### config.mk
export PLATFORM = sky130hd
export DESIGN_NAME = dmem_arbiter
export DESIGN_NICKNAME = d
export VERILOG_FILES = /design/src/rtl/dmem_arbiter.sv
export SDC_FILE = /design/constraint.sdc
export NUM_CORES = 1
export LEC_CHECK = 0
export ABC_CLOCK_PERIOD_IN_PS = 2140
export CAP_MARGIN = 10
export CORE_MARGIN = 3
export CORE_UTILIZATION = 31
export DETAILED_ROUTE_END_ITERATION = 10
export PLACE_DENSITY = 0.81
export SLEW_MARGIN = 25
export SYNTH_ARGS = -nofsm -noshare
export SYNTH_HDL_FRONTEND = slang
export SYNTH_SLANG_ARGS = --single-unit
### constraint.sdc
create_clock -name clk -period 2.14 [get_ports clk]
set_clock_uncertainty 0.1 [all_clocks]
set_input_delay 0.214 -clock clk [delete_from_list [all_inputs] [get_ports clk]]
set_output_delay 0.214 -clock clk [all_outputs]
set_load 0.05 [all_outputs]
### src/rtl/dmem_arbiter.sv
// Data-memory arbiter: shares one synchronous-read memory port between the CPU and a
// debug/loader port, with a starvation bound on how long the debug port can be held off.
module dmem_arbiter #(
    parameter int ADDR_W       = 8,
    parameter int DATA_W       = 16,
    parameter int STARVE_LIMIT = 4
) (
    input  logic              clk,
    input  logic              rst,
    input  logic              cpu_req,
    input  logic              cpu_we,
    input  logic [ADDR_W-1:0] cpu_addr,
    input  logic [DATA_W-1:0] cpu_wdata,
    output logic [DATA_W-1:0] cpu_rdata,
    output logic              cpu_stall,
    input  logic              dbg_req,
    input  logic              dbg_we,
    input  logic [ADDR_W-1:0] dbg_addr,
    input  logic [DATA_W-1:0] dbg_wdata,
    output logic              dbg_ack,
    output logic [DATA_W-1:0] dbg_rdata,
    output logic              mem_en,
    output logic              mem_we,
    output logic [ADDR_W-1:0] mem_addr,
    output logic [DATA_W-1:0] mem_wdata,
    input  logic [DATA_W-1:0] mem_rdata,
    output logic              dbg_state
);

    // Handshake: the debug side holds dbg_req (and its command) level until it sees
    // dbg_ack, a single-cycle pulse the cycle after its grant; the CPU holds cpu_req
    // while cpu_stall is high. A request is consumed only in a granted cycle.
    typedef enum logic {
        D_IDLE = 1'b0,
        D_ACK  = 1'b1
    } dstate_t;

    localparam logic [3:0] LIMIT = 4'(STARVE_LIMIT);

    dstate_t           state;
    logic [3:0]        starve_cnt;
    logic              rd_pend;
    logic [DATA_W-1:0] rdata_q;
    logic              dbg_elig;
    logic              dbg_gnt;
    logic              cpu_gnt;

    always_comb begin
        dbg_elig = !rst && (state == D_IDLE) && dbg_req;
        dbg_gnt  = dbg_elig && (!cpu_req || (starve_cnt >= LIMIT));
        cpu_gnt  = !rst && cpu_req && !dbg_gnt;
    end

    always_comb begin
        mem_en    = dbg_gnt || cpu_gnt;
        mem_we    = dbg_gnt ? dbg_we    : (cpu_gnt && cpu_we);
        mem_addr  = dbg_gnt ? dbg_addr  : cpu_addr;
        mem_wdata = dbg_gnt ? dbg_wdata : cpu_wdata;
    end

    assign cpu_stall = !rst && cpu_req && !cpu_gnt;
    assign cpu_rdata = mem_rdata;
    // Gated by rst so a reset landing in the ack cycle swallows the pulse immediately.
    assign dbg_ack   = !rst && (state == D_ACK);
    assign dbg_rdata = rst ? '0 : rdata_q;
    assign dbg_state = (state == D_ACK);

    always_ff @(posedge clk) begin
        if (rst) begin
            state      <= D_IDLE;
            starve_cnt <= '0;
            rd_pend    <= 1'b0;
            rdata_q    <= '0;
        end else begin
            case (state)
                D_IDLE: begin
                    if (dbg_gnt) begin
                        state   <= D_ACK;
                        rd_pend <= !dbg_we;
                    end
                end
                D_ACK: begin
                    state <= D_IDLE;
                    if (rd_pend) begin
                        rdata_q <= mem_rdata;
                    end
                end
                default: state <= D_IDLE;
            endcase

            // A withdrawn or completed debug request restarts the starvation window.
            if (dbg_elig && !dbg_gnt) begin
                if (starve_cnt < LIMIT) begin
                    starve_cnt <= starve_cnt + 4'd1;
                end
            end else begin
                starve_cnt <= '0;
            end
        end
    end

endmodule

# Word-level counts from Yosys, hierarchy flattened
# Cells that the tools add are included.
# totals
regBits,22
in_bits,70
out_inout_bits,61
word_cells,34
# classes
addsub,1
magnitude_cmp,2
muxes,6
bitwise,2
reduce_logical,19
# op_table
cell,count
two-way mux 16 bit,2
logical AND 1 bit,9
two-way mux 8 bit,1
logical NOT 1 bit,5
"adder 4 x 1 -> 4 bit, second input constant",1
">= comparator 4 x 3 -> 1 bit, second input constant",1
"< comparator 4 x 3 -> 1 bit, second input constant",1
AND reduction 2 bit,2
logical OR 1 bit,2
two-way mux 1 bit,2
NOT 1 bit,2
one-hot mux 1 bit (2 select lines),1
OR reduction 2 bit,1

# Depth between registers and ports, before layout
# Gate-level depths: netlist of the first run.
# logic_depth
ltp_word,8
depth_mapped,6
mapped_depth_nobuf,4

# Least setup slack after synthesis of the first run
# Ideal clock, no wire load.
# synth_timing
kind,register -> output
start,register state (netlist: dbg_state)
end,output port mem_we
arrival_time_ps,1822
required_time_ps,1826
path_slack_ps,4
stages_incl_launch_ff,7
path_buffers,2
cell_sequence,dfxtp_1 > nand2b_1 > or3_1 > buf_6 > buf_12 > inv_1 > a32o_1
# synth_between
elab_chain_len,8
# synth_rtl
element,line_no,rtl
start: declaration,40,dstate_t state;
start signal: assignment,70,state <= D_IDLE;
start signal: assignment,78,state <= D_ACK;
start signal: assignment,83,state <= D_IDLE;
NOT 1 bit (*),--,
logical AND 1 bit (*) (2 in a row),49,dbg_elig = !rst && (state == D_IDLE) && dbg_req;
logical AND 1 bit (*),50,dbg_gnt = dbg_elig && (!cpu_req || (starve_cnt >= LIMIT));
logical NOT 1 bit,51,cpu_gnt = !rst && cpu_req && !dbg_gnt;
logical AND 1 bit,51,
logical AND 1 bit,56,mem_we = dbg_gnt ? dbg_we : (cpu_gnt && cpu_we);
two-way mux 1 bit (*),56,
end: declaration,23,"output logic mem_we,"
# Mark *: on every way between the ends. The rest lies on a longest branch, timed or not.

# Worst setup path after layout of the first run
# layout_timing
start,register state (netlist: dbg_state)
end,output port mem_wdata[0]
# layout_between
elab_chain_len,5
# layout_rtl
element,line_no,rtl
NOT 1 bit,--,
logical AND 1 bit (2 in a row),49,
logical AND 1 bit,50,
two-way mux 16 bit,58,mem_wdata = dbg_gnt ? dbg_wdata : cpu_wdata;
end: declaration,25,"output logic [DATA_W-1:0] mem_wdata,"
# No other way between the ends.

==> run metrics, run 1 <==
status finished, violations left; failing checks setup timing; Worst VDD drop about 0.00035 V; Post-synth EDFFs 0; R2R Path Start starve_cnt[3]; floorplan row count 24; Worst Setup End Kind primary output; max-cap viol count 0; Avg Inst Size Synth between 8 and 9 um2; CTS tree done; f_max around 450 MHz; Stages on worst setup path 6; Die Ht around 74 um; Vias/cell between 4 and 5; period utilization 1.03; Crit Path Class register to primary output; htree depth 1; Layout area overhead 124%; Routed WL approximately 6200 um; worst setup margin -0.0643 ns; Yosys Warn Count 0; crit start category register; Worst-Margin Slew between 0.5 and 0.6 ns; fin crit period 2.20 ns; routability congestion estimate around 0.76; cell mode on critical path buf_12; pin count of the biggest net entering global routing 38; Arr. time, crit path between 1.5 and 2 ns; area of the mapped netlist around 0.0014 mm2; syn_nets ~230; num ports 131; # fillers 283; Initial Utilization 0.324; Post-Synthesis Cells 162; Via Count ~1,500; critical path's top delay family simple AND/OR/NAND/NOR gates; Final Max Tran Viols 0; RSZ-0062 raised after global routing true; Num CTS Buffers 3; post-synth top area share 0.308; Hold Fails Final Rpt 0; post-route design area around 0.0032 mm2; Crit-path slowest cell dfxtp_4; max_slew headroom 0.624; Die Wd roughly 74 um; LEAKAGE about 0.0014 uW; clk_lat worst skew approximately 0.26 ns; hold depth 1; IO Port Bufs 130; DRC 0; HP Start starve_cnt[0]; WP buf/inv 3; layout cells sized above 1 0.380; clock root buffer clkbuf_8; Post-DP Area ~0.0030 mm2; Synth Register Bits 22; first-pass GRT wire length between 8000 and 9000 um; Final setup viols 24; top post-synthesis cells by area dfxtp_1, mux2_4, nand2_1; DRT iter0 DRCs 27; Total GRT Usage 0.208; sequential share of the synthesized area 0.308; Die Area around 0.0055 mm2; Final nets 351; area of the multi-input gates 800 um2; Worst Path Max Fanout 6; Async S/R FF share, synth 0; clock tree buffer depth 2; Wirelength per Cell around 19 um; DP HPWL 4450 um; Reg2Reg Depth 3; distinct cell type count after synthesis 23; Hold Path Class register to register; Worst Setup SP dbg_state; cell count after placement approximately 320; critical path cell sequence nand2b_4 > or3_4 > buf_12 > clkbuf_16 > mux2_4 > buf_12; vias in the first global route approximately 1,600; number of diodes 0; number of antenna violations at the first check in global routing 0; Core Box Area ~0.0044 mm2; final antenna-violating net count 0; fin util 0.725; sequential cell area about 450 um2; Clock transition at path regs 0.08 ns; top cell type by total area after synthesis dfxtp_1; Power Density between 400 and 500 mW/mm2; Clock Sinks 22; crit-path max cell delay 0.35 ns; hold_buf cts 0; Synth Flop Type dfxtp_1; DR pass1 iterations 4; Worst EP required roughly 1.8 ns; GRT Residual Overflow 0; Layout Cells excl Fill between 300 and 400
-- synthesized netlist by cell type, types with 2 or more instances --
| cell | count |
|---|---|
| buf_1 | 2 |
| and2_1 | 2 |
| or3_1 | 2 |
| nor2_1 | 5 |
| buf_12 | 2 |
| clkbuf_1 | 5 |
| a21oi_1 | 18 |
| buf_4 | 16 |
| mux2_2 | 5 |
| nor2b_1 | 19 |
| mux2_4 | 19 |
| dfxtp_1 | 22 |
| inv_1 | 3 |
| nand2_1 | 33 |
-- state kept, by name, indices dropped and copies added, names as in the netlist --
name	count
rd_pend	1
rdata_q	16
dbg_state	1
starve_cnt	4
-- layer usage --
layer / share of wire / vias up / track usage
li1: - / 750 / -
met1: 0.35 / 700 / 0.216
met2: 0.54 / 84 / 0.401
met3: 0.10 / 6 / 0.0670
met4: 0.0094 / 0 / 0.0443
met5: 0 / - / 0
-- path summary, 6_finish.rpt --
check	endpoint	slack (ns)
worst min-delay path	starve_cnt[0]	0.33
worst min register to register	starve_cnt[0]	0.33
worst max-delay path	mem_wdata[0]	-0.06
worst max register to register	starve_cnt[2]	0.61
-- stage by stage --
stage               power (uW)  worst slack (ns)  setup TNS, ns  hold slack (ns)
floorplan                  787           0.00405              0            0.224
global placement          1100           -0.0112        -0.0274            0.306
detailed placement        1110           -0.0348         -0.495            0.315
CTS                       1530           -0.0256         -0.342            0.328
global route              1580           -0.0997          -1.48            0.331
finish                    1540           -0.0643         -0.523            0.327
-- logic make-up after synthesis --
family | share of synthesized area
AOI/OAI and AO/OA | 0.0796
adders and majority gates | 0.00875
buffers and inverters | 0.146
DFF | 0.308
muxes | 0.239
other | 0.00262
and+or+nand+nor | 0.216
-- repair_timing --
item	in CTS	in global routing
endpoints found under the setup margin	25	26
buffers inserted	2	0
pin swaps	0	1
cloned	2	1
hold endpoints to repair	0	0
resized for setup	14	5
-- where the power goes --
part	total, uW	internal, uW	switching, uW
combinational	725	372	354
clock	390	250	140
sequential	423	418	5.34
-- area by class of cell --
cell class,instances,area share
clock buffer,3,0.0129
tap,52,0.0203
clock inverter,1,0.00939
timing repair buffer,139,0.564
multi-input combinational,111,0.250
sequential,22,0.140
inverter,3,0.00352
-- cell usage in the layout (no fill, tap or decap) --
cell type,instances
nor3b_2,1
bufinv_16,1
dfxtp_1,19
dfxtp_4,1
mux2_4,19
buf_12,40
ha_1,1
dlygate4sd2_1,2
buf_4,20
and2_1,2
or3_1,1
or3_4,1
a21oi_1,18
buf_16,1
bufbuf_16,1
a311oi_1,1
inv_2,1
clkbuf_8,3
nor2b_1,19
mux2_2,5
nand2_1,33
conb_1,1
clkbuf_16,1
inv_1,2
or3b_2,1
dfxtp_2,2
buf_8,1
o21ai_0,1
nand2b_4,1
a32o_2,1
clkdlybuf4s50_1,68
buf_6,5
nor2_1,5
Note: power is estimated with default switching activity, not from simulation.
==> run 2, diff against run 1 <==
--- a/config.mk
+++ b/config.mk
@@ -6,8 +6,10 @@
 export NUM_CORES = 1
 export LEC_CHECK = 0
+export ABC_AREA = 0
 export ABC_CLOCK_PERIOD_IN_PS = 2140
 export CAP_MARGIN = 10
 export CORE_MARGIN = 3
 export CORE_UTILIZATION = 31
+export CTS_CLUSTER_DIAMETER = 60
 export DETAILED_ROUTE_END_ITERATION = 10
 export PLACE_DENSITY = 0.81
--- a/constraint.sdc
+++ b/constraint.sdc
@@ -3,3 +3,3 @@
 set_input_delay 0.214 -clock clk [delete_from_list [all_inputs] [get_ports clk]]
 set_output_delay 0.214 -clock clk [all_outputs]
-set_load 0.05 [all_outputs]
+set_load 0.1 [all_outputs]
==> run metrics, run 2 (synthesis gave the netlist of run 1 again) <==
Worst Setup SP dbg_state; Final nets 350; worst setup margin between 0.015 and 0.02 ns; DP HPWL roughly 5300 um; clock tree buffer depth 2; Vias/cell about 4.9; routability congestion estimate 0.817; DR pass1 iterations 4; final antenna-violating net count 0; worst slack at placement -0.0725 ns; max_slew headroom 0.575; Hold Fails Final Rpt 0; Total GRT Usage 0.241; Worst VDD drop 0.000473 V; DRC 0; Largest register FFs 16; Clock Sinks 22; Clock transition at path regs 0.07 ns; LEAKAGE ~0.0014 uW; number of diodes 0; Hold WS around 0.33 ns; RR Endpoint starve_cnt[0]; sequential cell area approximately 450 um2; crit start category register; Core Box Area approximately 0.0044 mm2; status finished clean; clock root buffer clkbuf_8; Power Density 510 mW/mm2; Crit Path Class register to primary output; Via Count between 1,500 and 2,000; most frequent cells in the layout clkdlybuf4s50_1, buf_12, nand2_1; Worst Setup End Kind primary output; period utilization 0.992; f_max 471 MHz; Worst EP required about 1.8 ns; Hold Path Sink starve_cnt[0]; hold_buf cts 0; GRT Residual Overflow 0; Hold Path Class register to register; layout cells sized above 1 0.392; DRT iter0 DRCs between 50 and 60; IO Port Bufs 130; RSZ-0062 raised after global routing true; Worst Path Max Fanout 8; clk_lat worst skew between 0.2 and 0.3 ns; number of antenna violations at the first check in global routing 0; Layout area overhead 138%; vias in the first global route about 1,700; pin count of the biggest net entering global routing 38; Final setup viols 0; floorplan row count 24; first-pass GRT wire length 9560 um; Arr. time, crit path roughly 1.8 ns; htree depth 1; Die Ht about 74 um; area of the multi-input gates 817 um2; Wirelength per Cell about 20 um; Num CTS Buffers 3; HP Start starve_cnt[0]; Reg2Reg Setup Slack approximately 0.60 ns; Worst-Margin Slew 0.638 ns; Initial Utilization 0.324; Die Area approximately 0.0055 mm2; Reg with most FFs rdata_q; Final Max Tran Viols 0; # fillers ~250; most common cell after layout, fill and taps aside clkdlybuf4s50_1; Die Wd between 70 and 80 um; Routed WL 6580 um; hold depth 1; fin util 0.770; CTS tree done; R2R Path Start starve_cnt[3]; Reg2Reg Depth 3; num ports about 130; Largest regs rdata_q: 16 flops, starve_cnt: 4 flops; max-cap viol count 0; fin crit period between 2 and 2.5 ns
run 2: cell types whose count changed in the layout (fill, tap and decap cells not counted), sizes merged:
| cell | previous run | this run |
|---|---|---|
| bufinv | 1 | 0 |
| bufbuf | 1 | 0 |
| buf | 67 | 69 |
| clkdlybuf4s50 | 68 | 67 |
run 2: worst max-delay path, cell delays in order, from the launching register on:
cell and delay [ns]:
dfxtp_4 0.35, nand2b_4 0.14, or3_4 0.39, buf_12 0.17
mux2_4 0.32, buf_12 0.17
run 2: layout make-up:
class,instances,share of cell area
inverter,3,0.00331
sequential,22,0.131
timing repair buffer,138,0.589
clock buffer,4,0.0162
tap,52,0.0192
multi-input combinational,111,0.241
run 2: per-stage QoR:
step | instances | setup TNS, ns | total power, uW | area (um2)
global route | 330 | -0.0674 | 1780 | 3400
global placement | 323 | -0.355 | 1410 | 3260
finish | 330 | 0 | 1730 | 3400
detailed placement | 323 | -1.06 | 1430 | 3260
CTS | 329 | 0 | 1740 | 3390
floorplan | 162 | -1.22 | 1020 | 1460
run 2: worst max-delay path by stage:
stage | end | slack [ns] | depth (start not counted)
2_1_floorplan | dbg_rdata[0] | -0.14 | 3
3_3_place_gp | mem_wdata[2] | -0.03 | 6
3_5_place_dp | mem_wdata[14] | -0.07 | 6
4_1_cts | mem_wdata[14] | 0.02 | 5
5_1_grt | mem_wdata[14] | -0.02 | 5
6_report | mem_wdata[14] | 0.02 | 5
run 2: what timing repair did:
action                                  in CTS  in global routing
resized for setup                           14                  0
endpoints found under the setup margin      26                 11
buffers inserted                             1                  1
gates cloned                                 1                  0
pin swaps                                    1                  0
run 2: power breakdown:
group / total (uW) / internal, uW / switching (uW) / leakage (uW)
Combinational: 1010 / 419 / 596 / 0.00122
Clock: 294 / 164 / 130 / 0.0000288
Sequential: 423 / 418 / 5.50 / 0.000180
run 2: layer usage:
layer / part of all wire / up-vias / track usage
met2: 0.52 / 105 / 0.440
met3: 0.12 / 26 / 0.0944
met1: 0.31 / 731 / 0.230
met5: 0 / - / 0
met4: 0.054 / 0 / 0.125
li1: - / 748 / -
